==> src/rtl/ise_result_sink_pkg.sv <==
`default_nettype none
// +----------------------------------------------------------------------------+
// | ise_result_sink_pkg                                                        |
// | Shared widths, colour codes and FSM encodings for the result sink.         |
// | Revision: 1.0                                                              |
// +----------------------------------------------------------------------------+
package ise_result_sink_pkg;

  localparam int N_IMG_DEF = 32;
  localparam int IDX_W_DEF = 5;
  localparam int CLR_W_DEF = 2;
  localparam int PTR_W     = 6;
  localparam int CNT_W     = 6;

  localparam logic [1:0] CLR_RED   = 2'd0;
  localparam logic [1:0] CLR_GREEN = 2'd1;
  localparam logic [1:0] CLR_BLUE  = 2'd2;
  localparam logic [1:0] CLR_ILL   = 2'd3;

  typedef logic [1:0] state_t;

  localparam state_t ST_IDLE    = 2'd0;
  localparam state_t ST_COLLECT = 2'd1;
  localparam state_t ST_DRAIN   = 2'd2;

endpackage
`default_nettype wire

==> src/rtl/ise_result_sink_if.sv <==
`default_nettype none
// +----------------------------------------------------------------------------+
// | ise_result_sink_if                                                         |
// | Result strobe from the sorting engine plus the valid/ready drain port.     |
// | Revision: 1.0                                                              |
// +----------------------------------------------------------------------------+
interface ise_result_sink_if #(
  parameter int IDX_W = 5,
  parameter int CLR_W = 2
);
  logic                   out_valid;
  logic [CLR_W-1:0]       color_index;
  logic [IDX_W-1:0]       image_out_index;
  logic                   drain_ready;
  logic                   drain_valid;
  logic [CLR_W+IDX_W-1:0] drain_data;

  modport master (
    output out_valid, color_index, image_out_index, drain_ready,
    input  drain_valid, drain_data
  );

  modport slave (
    input  out_valid, color_index, image_out_index, drain_ready,
    output drain_valid, drain_data
  );
endinterface
`default_nettype wire

==> src/rtl/ise_result_buf.sv <==
`default_nettype none
// +----------------------------------------------------------------------------+
// | ise_result_buf                                                             |
// | N_IMG-entry in-order register array with write/read pointers.             |
// | Revision: 1.0                                                              |
// +----------------------------------------------------------------------------+
module ise_result_buf #(
  parameter int N_IMG  = 32,
  parameter int DATA_W = 7,
  parameter int PTR_W  = 6
) (
  input  logic              clk,
  input  logic              reset,
  input  logic              clr,
  input  logic              wr_en,
  input  logic [DATA_W-1:0] wr_data,
  input  logic              rd_adv,
  output logic [PTR_W-1:0]  wr_ptr,
  output logic [PTR_W-1:0]  rd_ptr,
  output logic [DATA_W-1:0] rd_data
);

  logic [DATA_W-1:0] mem [N_IMG];

  always_ff @(posedge clk or negedge reset) begin
    if (!reset) begin
      wr_ptr <= '0;
      rd_ptr <= '0;
    end else if (clr) begin
      wr_ptr <= '0;
      rd_ptr <= '0;
    end else begin
      if (wr_en)  wr_ptr <= wr_ptr + PTR_W'(1);
      if (rd_adv) rd_ptr <= rd_ptr + PTR_W'(1);
    end
  end

  // Contents are deliberately left out of reset; pointers gate every read.
  always_ff @(posedge clk) begin
    for (int i = 0; i < N_IMG; i++) begin
      if (wr_en && !clr && (wr_ptr == PTR_W'(i))) mem[i] <= wr_data;
    end
  end

  always_comb begin
    rd_data = '0;
    for (int i = 0; i < N_IMG; i++) begin
      if (rd_ptr == PTR_W'(i)) rd_data = mem[i];
    end
  end

endmodule
`default_nettype wire

==> src/rtl/ise_result_sink.sv <==
`default_nettype none
// +----------------------------------------------------------------------------+
// | ise_result_sink                                                            |
// | Captures sorted results, tallies colours, checks order, drains a frame.    |
// | Optional duplicate-index check: define ISE_SINK_DUP_CHK_EN.                |
// | Revision: 1.0                                                              |
// +----------------------------------------------------------------------------+
module ise_result_sink
  import ise_result_sink_pkg::*;
#(
  parameter int N_IMG = N_IMG_DEF,
  parameter int IDX_W = IDX_W_DEF,
  parameter int CLR_W = CLR_W_DEF
) (
  input  logic             clk,
  input  logic             reset,
  input  logic             start,
  ise_result_sink_if.slave bus,
  output logic             done,
  output logic [CNT_W-1:0] cnt_r,
  output logic [CNT_W-1:0] cnt_g,
  output logic [CNT_W-1:0] cnt_b,
  output logic             order_err,
  output logic             cls_err,
  output logic             ovf_err,
  output logic             dup_err
);

  localparam int DATA_W = CLR_W + IDX_W;

  state_t            state;
  state_t            state_nx;
  logic [PTR_W-1:0]  wr_ptr;
  logic [PTR_W-1:0]  rd_ptr;
  logic [DATA_W-1:0] rd_data;
  logic [CLR_W-1:0]  last_clr;
  logic              capture;
  logic              accept;
  logic              last_wr;
  logic              last_rd;
  logic              stray;

  // start wins over everything, so a coincident strobe is neither stored nor flagged.
  assign capture = (state == ST_COLLECT) && bus.out_valid && !start;
  assign accept  = (state == ST_DRAIN) && bus.drain_ready && !start;
  assign last_wr = capture && (wr_ptr == PTR_W'(N_IMG - 1));
  assign last_rd = accept && (rd_ptr == PTR_W'(N_IMG - 1));
  assign stray   = bus.out_valid && !start && (state != ST_COLLECT);

  ise_result_buf #(
    .N_IMG  (N_IMG),
    .DATA_W (DATA_W),
    .PTR_W  (PTR_W)
  ) u_buf (
    .clk     (clk),
    .reset   (reset),
    .clr     (start),
    .wr_en   (capture),
    .wr_data ({bus.color_index, bus.image_out_index}),
    .rd_adv  (accept),
    .wr_ptr  (wr_ptr),
    .rd_ptr  (rd_ptr),
    .rd_data (rd_data)
  );

  always_ff @(posedge clk or negedge reset) begin
    if (!reset) state <= ST_IDLE;
    else        state <= state_nx;
  end

  always_comb begin
    state_nx = state;
    if (start) begin
      state_nx = ST_COLLECT;
    end else begin
      case (state)
        ST_IDLE:    state_nx = ST_IDLE;
        ST_COLLECT: if (last_wr) state_nx = ST_DRAIN;
        ST_DRAIN:   if (last_rd) state_nx = ST_IDLE;
        default:    state_nx = ST_IDLE;
      endcase
    end
  end

  always_comb begin
    done            = 1'b0;
    bus.drain_valid = 1'b0;
    bus.drain_data  = '0;
    if (state == ST_DRAIN) begin
      done            = 1'b1;
      bus.drain_valid = 1'b1;
      bus.drain_data  = rd_data;
    end
  end

  always_ff @(posedge clk or negedge reset) begin
    if (!reset) begin
      cnt_r     <= '0;
      cnt_g     <= '0;
      cnt_b     <= '0;
      order_err <= 1'b0;
      cls_err   <= 1'b0;
      ovf_err   <= 1'b0;
      last_clr  <= '0;
    end else if (start) begin
      cnt_r     <= '0;
      cnt_g     <= '0;
      cnt_b     <= '0;
      order_err <= 1'b0;
      cls_err   <= 1'b0;
      ovf_err   <= 1'b0;
      last_clr  <= '0;
    end else begin
      if (stray) ovf_err <= 1'b1;
      if (capture) begin
        case (bus.color_index)
          CLR_W'(CLR_RED):   cnt_r <= cnt_r + CNT_W'(1);
          CLR_W'(CLR_GREEN): cnt_g <= cnt_g + CNT_W'(1);
          CLR_W'(CLR_BLUE):  cnt_b <= cnt_b + CNT_W'(1);
          default:           cls_err <= 1'b1;
        endcase
        // wr_ptr of zero means this is the first result of the frame.
        if ((wr_ptr != '0) && (bus.color_index < last_clr)) order_err <= 1'b1;
        last_clr <= bus.color_index;
      end
    end
  end

`ifdef ISE_SINK_DUP_CHK_EN
  logic [(1<<IDX_W)-1:0] seen;
  logic                  dup_flag;

  always_ff @(posedge clk or negedge reset) begin
    if (!reset) begin
      seen     <= '0;
      dup_flag <= 1'b0;
    end else if (start) begin
      seen     <= '0;
      dup_flag <= 1'b0;
    end else if (capture) begin
      if (seen[bus.image_out_index]) dup_flag <= 1'b1;
      seen[bus.image_out_index] <= 1'b1;
    end
  end

  assign dup_err = dup_flag;
`else
  assign dup_err = 1'b0;
`endif

endmodule
`default_nettype wire

==> src/flat_wrapper.sv <==
// flat-port wrapper written by rule: the top's interface ports become plain ports
module ise_result_sink_flat import ise_result_sink_pkg::*;
#(
  parameter int N_IMG = N_IMG_DEF,
  parameter int IDX_W = IDX_W_DEF,
  parameter int CLR_W = CLR_W_DEF
)
  (clk, reset, start, done, cnt_r, cnt_g, cnt_b, order_err, cls_err, ovf_err, dup_err, bus_out_valid, bus_color_index, bus_image_out_index, bus_drain_ready, bus_drain_valid, bus_drain_data);
  ise_result_sink_if #(.IDX_W(IDX_W), .CLR_W(CLR_W)) bus_i ();
  input  logic clk;
  input  logic reset;
  input  logic start;
  output logic done;
  output logic [CNT_W-1:0] cnt_r;
  output logic [CNT_W-1:0] cnt_g;
  output logic [CNT_W-1:0] cnt_b;
  output logic order_err;
  output logic cls_err;
  output logic ovf_err;
  output logic dup_err;
  input wire logic [$bits(bus_i.out_valid)-1:0] bus_out_valid;
  input wire logic [$bits(bus_i.color_index)-1:0] bus_color_index;
  input wire logic [$bits(bus_i.image_out_index)-1:0] bus_image_out_index;
  input wire logic [$bits(bus_i.drain_ready)-1:0] bus_drain_ready;
  output wire logic [$bits(bus_i.drain_valid)-1:0] bus_drain_valid;
  output wire logic [$bits(bus_i.drain_data)-1:0] bus_drain_data;
  assign bus_i.out_valid = bus_out_valid;
  assign bus_i.color_index = bus_color_index;
  assign bus_i.image_out_index = bus_image_out_index;
  assign bus_i.drain_ready = bus_drain_ready;
  assign bus_drain_valid = bus_i.drain_valid;
  assign bus_drain_data = bus_i.drain_data;
  ise_result_sink #(.N_IMG(N_IMG), .IDX_W(IDX_W), .CLR_W(CLR_W)) u_core (.clk(clk), .reset(reset), .start(start), .bus(bus_i), .done(done), .cnt_r(cnt_r), .cnt_g(cnt_g), .cnt_b(cnt_b), .order_err(order_err), .cls_err(cls_err), .ovf_err(ovf_err), .dup_err(dup_err));
endmodule
==> config.mk <==
export PLATFORM = sky130hd
export DESIGN_NAME = ise_result_sink_flat
export DESIGN_NICKNAME = d
export VERILOG_FILES = /design/src/rtl/ise_result_sink_pkg.sv /design/src/rtl/ise_result_sink_if.sv /design/src/rtl/ise_result_buf.sv /design/src/rtl/ise_result_sink.sv /design/src/flat_wrapper.sv
export SDC_FILE = /design/constraint.sdc
export NUM_CORES = 1
export LEC_CHECK = 0
export CORE_ASPECT_RATIO = 1.1
export CORE_MARGIN = 5
export CORE_UTILIZATION = 43
export CTS_CLUSTER_DIAMETER = 200
export CTS_CLUSTER_SIZE = 30
export DETAILED_ROUTE_END_ITERATION = 6
export SYNTH_ARGS = -nofsm -noshare
export SYNTH_HDL_FRONTEND = slang
export SYNTH_SLANG_ARGS = --single-unit
==> constraint.sdc <==
create_clock -name clk -period 2.9 [get_ports clk]
set_clock_uncertainty 0.05 [all_clocks]
set_input_delay 0.29 -clock clk [delete_from_list [all_inputs] [get_ports clk]]
set_output_delay 0.29 -clock clk [all_outputs]
set_load 0.01 [all_outputs]
==> results.sh, run 1 <==
export IMPL_outcome="complete, but fails checks"
export IMPL_violations="setup timing"
export IMPL_setup_viol=7
export IMPL_initial_core_util_pct=43.5
export IMPL_dpl_instance_area_um2=14000
export IMPL_nFillCells=2211
export IMPL_yosysSeqAreaShare_pct=65.5
export IMPL_worst_pin_slew_ns=0.906
export IMPL_layout_drive_gt1_share_pct=32.8
export IMPL_io_pins=43
export IMPL_instances_no_fill=1561
export IMPL_clock_sinks=261
export IMPL_clock_path_buffers=3
export IMPL_port_buffers=41
export IMPL_cts_tree="done"
export IMPL_layout_commonest_cell="buf_4"
export IMPL_root_buffer="clkbuf_16"
export IMPL_crit_fanout=4
export IMPL_wire_per_inst_um=24.6
export IMPL_fin_crit_ns=3.52
export IMPL_crit_required_ns=2.56
export IMPL_setup_ws_ns=-0.621
export IMPL_criticalPathCategory="reg2out"
export IMPL_routed_wl_um=38400
export IMPL_synth_edff_count=224
export IMPL_synth_cells=934
export IMPL_dieWidth_um=167
export IMPL_nets=1222
export IMPL_slew_headroom_pct=39.6
export IMPL_ant_nets=0
export IMPL_antenna_found_initial=0
export IMPL_grt_pass1_wl_um=57200
export IMPL_grt_max_degree=38
export IMPL_n_antenna_cell=0
export IMPL_place_ws_ns=-0.758
export IMPL_syn_area_um2=11700
export IMPL_stdcell_area_um2=15200
export IMPL_grt_total_usage_pct=24.6
export IMPL_ys_ff_latch=261
export IMPL_synth_warnings=0
export IMPL_core_um2=26900
export IMPL_worstPathArrival_ns=3.18
export IMPL_drv_cap=0
export IMPL_die_area_um2=30600
export IMPL_placement_rows=63
export IMPL_dr_pass1_iters=5
export IMPL_cts_buffers=12
export IMPL_drt_iter0_markers=1020
export IMPL_clk_latency_ns=0.50
export IMPL_gp_congestion=0.966
export IMPL_slew_viol_final=0
export IMPL_syn2layout_area_growth_pct=29.7
export IMPL_htreeDepth=1
export IMPL_cellPowerDensity_nw_per_um2=418
export IMPL_clkTransAtPathRegs_ns=0.12
export IMPL_cp_end_kind="output pin"
export IMPL_timing_fmax_ghz=0.284
export IMPL_min_path_type="in2async"
export IMPL_final_cell_mix="234 x buf_4, 224 x edfxtp_1, 117 x nor2_1, 73 x nand2_1"
export IMPL_critical_path_startpoint_type="register"
export IMPL_synth_async_sr_flop_share_pct=14.2
export IMPL_ys_flop_type="edfxtp_1"
export IMPL_place_inst=1523
export IMPL_drc=0
export IMPL_grt_pass1_vias=9235
export IMPL_vias_per_cell=5.89
export IMPL_die_h_um=183
export IMPL_syn_area_per_cell_um2=12.5
export IMPL_fin_crit_sh_pct=121
export IMPL_gr_total_overflow=0
export IMPL_synth_cell_types=78
export IMPL_syn_nets=958
export IMPL_worst_hold_slack_ns=0.385
export IMPL_fin_util_pct=56.4
export IMPL_hpwl_um=27600
export IMPL_rsz0062_at_grt="true"
export IMPL_finalHoldViolations=0
export IMPL_p_leak_nw=5.42
export IMPL_vias=9200
export IMPL_finalSetupTns_ns=-3.55
export IMPL_total_power_mw=6.34
export IMPL_ir_drop_mv=0.313
==> power by group <==
group / internal (mW) / switching, mW / total, mW
registers: 4.09 / 0.0138 / 4.11
logic: 0.0725 / 0.154 / 0.227
clock network: 0.853 / 1.15 / 2.00
==> flip-flops by register name, indices dropped and copies added, names as in the netlist <==
signal               flops
u_core.order_err         1
u_core.u_buf.mem       224
u_core.cnt_g             6
u_core.last_clr          2
u_core.state             2
u_core.cnt_r             6
u_core.ovf_err           1
u_core.u_buf.wr_ptr      6
u_core.u_buf.rd_ptr      6
u_core.cnt_b             6
u_core.cls_err           1
==> cell families after synthesis <==
group,after synthesis,synth area share (%)
AOI/OAI and AO/OA,230,14.0
xor gates and xnor gates,23,1.72
adders and majority gates,12,1.28
buffers and inverters,49,2.17
DFF,261,65.5
muxes,2,0.171
other,1,0.0321
and+or+nand+nor,356,15.2
==> final timing paths <==
kind | cells after the start | end | slack, ns | startpoint
worst max-delay path | 12 | bus_drain_data[5] | -0.62 | u_core.u_buf.rd_ptr[4]$_DFFE_PN0P_
worst min-delay path | 2 | u_core.cnt_g[2]$_DFFE_PN0P_ | 0.39 | reset
worst max register to register | 7 | u_core.u_buf.rd_ptr[5]$_DFFE_PN0P_ | 0.55 | u_core.state[0]$_DFFE_PN0P_
worst min register to register | 2 | u_core.cls_err$_DFFE_PN0P_ | 0.47 | u_core.cls_err$_DFFE_PN0P_
max in group asynchronous | 2 | u_core.u_buf.rd_ptr[0]$_DFFE_PN0P_ | 1.78 | reset
min in group clk | 3 | u_core.ovf_err$_DFFE_PN0P_ | 0.46 | bus_out_valid
==> layout make-up <==
class | count | area, um^2 | area share, %
Timing Repair Buffer | 288 | 2280 | 15.1
Inverter | 11 | 43.8 | 0.289
Tap cell | 357 | 447 | 2.95
Sequential cell | 261 | 7660 | 50.5
Clock buffer | 19 | 348 | 2.29
Clock inverter | 1 | 11.3 | 0.0743
Multi-Input combinational cell | 624 | 4370 | 28.8
==> what timing repair did <==
action                                  4_1_cts  5_1_grt
setup buffers                                14        4
pin swaps                                    32       28
cloned                                        0        0
endpoints found under the hold margin        37        0
gates resized for setup                     135       38
hold buffers                                  1        0
endpoints found under the setup margin        7        7
==> per-layer routing <==
| layer | vias to the layer above | GRT usage [%] | share of wire [%] |
|---|---|---|---|
| li1 | 4139 | - | - |
| met3 | 74 | 4.35 | 8.0 |
| met5 | - | 0 | 0 |
| met4 | 0 | 7.92 | 3.5 |
| met1 | 4551 | 34.3 | 42 |
| met2 | 436 | 39.6 | 47 |
==> synthesized netlist by cell type (all sizes together) (7+ instances only) <==
library cell	number	share of area, %
dfrtp	37	7.9
nor4	10	0.59
nor3	26	1.1
a21oi	42	1.8
o21ai	37	1.6
or3	10	0.54
o221ai	10	0.75
nand3	26	1.1
nand2	79	2.7
o22ai	23	1.2
ha	12	1.3
a221oi	11	0.82
clkbuf	18	0.60
xor2	13	0.97
buf	20	1.2
edfxtp	224	58
a221o	7	0.60
o32ai	7	0.52
a31oi	7	0.37
a211oi	12	0.86
nand4	11	0.59
inv	11	0.35
nand2b	13	0.70
a32oi	8	0.60
xnor2	10	0.75
a211o	9	0.67
a22oi	15	0.96
nor2	138	4.7
==> worst max-delay path, stage by stage, from the launching register on <==
cell	delay [ns]
dfrtp_2	0.47
buf_4	0.18
buf_4	0.14
or2_2	0.28
buf_4	0.16
nor3_2	0.16
a211o_1	0.14
o211ai_1	0.13
a211o_1	0.37
a211oi_2	0.23
buf_4	0.16
o22ai_2	0.07
buf_2	0.16
Note: power is estimated with default switching activity, not from simulation.
==> run 2: changes to the inputs <==
Settings changed: GPL_ROUTABILITY_DRIVEN set to 0, SKIP_CTS_REPAIR_TIMING set to 1.
==> run 2 against run 1 <==
  * The run still ends with setup timing left
  * Sequential share of layout area grew 0.90 points
  * Largest power group unchanged
  * Non-clock buffer count shrank 5
  * Die area is the same
  * Design area shrank 1.8%
==> results.sh, run 2 (synthesis results as in run 1) <==
export IMPL_setup_viol=7
export IMPL_layout_drive_gt1_share_pct=29.9
export IMPL_syn2layout_area_growth_pct=27.4
export IMPL_cp_end_kind="output pin"
export IMPL_clock_path_buffers=3
export IMPL_slew_headroom_pct=40.1
export IMPL_dieWidth_um=167
export IMPL_layout_commonest_cell="buf_4"
export IMPL_crit_buf_inv=3
export IMPL_top_register="u_core.u_buf.mem"
export IMPL_p_leak_nw=5.38
export IMPL_ir_drop_mv=0.304
export IMPL_placement_rows=63
export IMPL_cts_tree="done"
export IMPL_root_buffer="clkbuf_16"
export IMPL_cts_buffers=12
export IMPL_finalHoldViolations=0
export IMPL_drc=0
export IMPL_rsz0062_at_grt="true"
export IMPL_crit_fanout=6
export IMPL_drv_cap=0
export IMPL_core_um2=26900
export IMPL_min_path_type="in2async"
export IMPL_r2r_start="u_core.state[0]$_DFFE_PN0P_"
export IMPL_critical_path_startpoint_type="register"
export IMPL_die_h_um=183
export IMPL_slew_viol_final=0
export IMPL_instances_no_fill=1556
export IMPL_vias=9329
export IMPL_n_antenna_cell=0
export IMPL_violations="setup timing"
export IMPL_grt_pass1_vias=9079
export IMPL_initial_core_util_pct=43.5
export IMPL_grt_max_degree=38
export IMPL_fin_crit_ns=3.55
export IMPL_final_cell_mix="235 x buf_4, 224 x edfxtp_1, 120 x nor2_1, 72 x nand2_1, 38 x a21oi_1"
export IMPL_timing_fmax_ghz=0.281
export IMPL_grt_total_usage_pct=24.3
export IMPL_worstPathArrival_ns=3.21
export IMPL_die_area_um2=30600
export IMPL_place_inst=1524
export IMPL_wire_per_inst_um=24.7
export IMPL_io_pins=43
export IMPL_htreeDepth=1
export IMPL_setup_ws_ns=-0.655
export IMPL_slowest_stage="dfrtp_1"
export IMPL_place_ws_ns=-0.639
export IMPL_nets=1217
export IMPL_r2r_cells=7
export IMPL_ant_nets=0
export IMPL_clk_latency_ns=0.50
export IMPL_criticalPathCategory="reg2out"
export IMPL_fin_crit_sh_pct=123
export IMPL_stdcell_area_um2=14900
export IMPL_rrSetupSlack_ns=0.55
export IMPL_clkTransAtPathRegs_ns=0.12
export IMPL_cp_top_family="compound AO/OA/AOI/OAI gates"
export IMPL_gr_total_overflow=0
export IMPL_outcome="complete, but fails checks"
export IMPL_r2r_end="u_core.u_buf.rd_ptr[5]$_DFFE_PN0P_"
export IMPL_largest_reg_flops=224
export IMPL_dpl_instance_area_um2=14100
export IMPL_worst_pin_slew_ns=0.898
export IMPL_vias_per_cell=6.00
export IMPL_drt_iter0_markers=1107
export IMPL_grt_pass1_wl_um=56200
export IMPL_hpwl_um=27400
export IMPL_clock_sinks=261
export IMPL_crit_chain="inv_2, ha_4, or3b_4, or3_1, a211o_1, o21ai_2, a2111oi_4, a211oi_2, buf_4, o22ai_2, buf_2"
export IMPL_dr_pass1_iters=5
export IMPL_slowest_delay_ns=0.44
export IMPL_antenna_found_initial=0
export IMPL_cellPowerDensity_nw_per_um2=425
export IMPL_crit_required_ns=2.56
export IMPL_port_buffers=41
export IMPL_routed_wl_um=38400
==> run 2: layer usage <==
layer | part of all wire [%] | track usage, % | wire, um
met4 | 4.8 | 8.21 | 1840
met1 | 41 | 34.0 | 15700
met2 | 46 | 39.3 | 17600
met5 | 0 | 0 | 0
met3 | 8.8 | 3.73 | 3370
==> run 2: layout make-up <==
class / count / area [um^2]
tap: 357 / 447
clock buffer: 19 / 348
inverter: 11 / 43.8
clock inverter: 1 / 11.3
timing repair buffer: 283 / 2240
fill: 2264 / 12000
sequential: 261 / 7650
multi-input combinational: 624 / 4150
==> run 2: how the worst max path moves through the flow <==
stage                                             startpoint           endpoint  cells after the start
final                     u_core.u_buf.rd_ptr[1]$_DFFE_PN0P_  bus_drain_data[5]                     11
after global routing      u_core.u_buf.rd_ptr[1]$_DFFE_PN0P_  bus_drain_data[5]                     11
after CTS                 u_core.u_buf.rd_ptr[0]$_DFFE_PN0P_  bus_drain_data[4]                     12
after detailed placement  u_core.u_buf.rd_ptr[0]$_DFFE_PN0P_  bus_drain_data[5]                     11
after global placement    u_core.u_buf.rd_ptr[1]$_DFFE_PN0P_  bus_drain_data[5]                     11
after floorplan           u_core.u_buf.rd_ptr[1]$_DFFE_PN0P_  bus_drain_data[5]                     11
==> run 2: where the power goes <==
| group | internal, mW | switching (mW) | total (mW) |
|---|---|---|---|
| logic | 0.0717 | 0.154 | 0.226 |
| clock network | 0.852 | 1.14 | 1.99 |
| registers | 4.09 | 0.0140 | 4.11 |
| total | 5.02 | 1.31 | 6.33 |
==> run 2: per-stage QoR <==
step	hold slack [ns]	power, mW	util, %	TNS [ns]
after global routing	0.473	6.50	55.4	-4.42
after CTS	-0.132	6.36	53.7	-8.15
after global placement	0.412	4.41	52.3	-3.90
final	0.384	6.33	55.4	-3.97
after detailed placement	0.405	4.41	52.3	-4.04
after floorplan	-0.0556	4.25	-	0
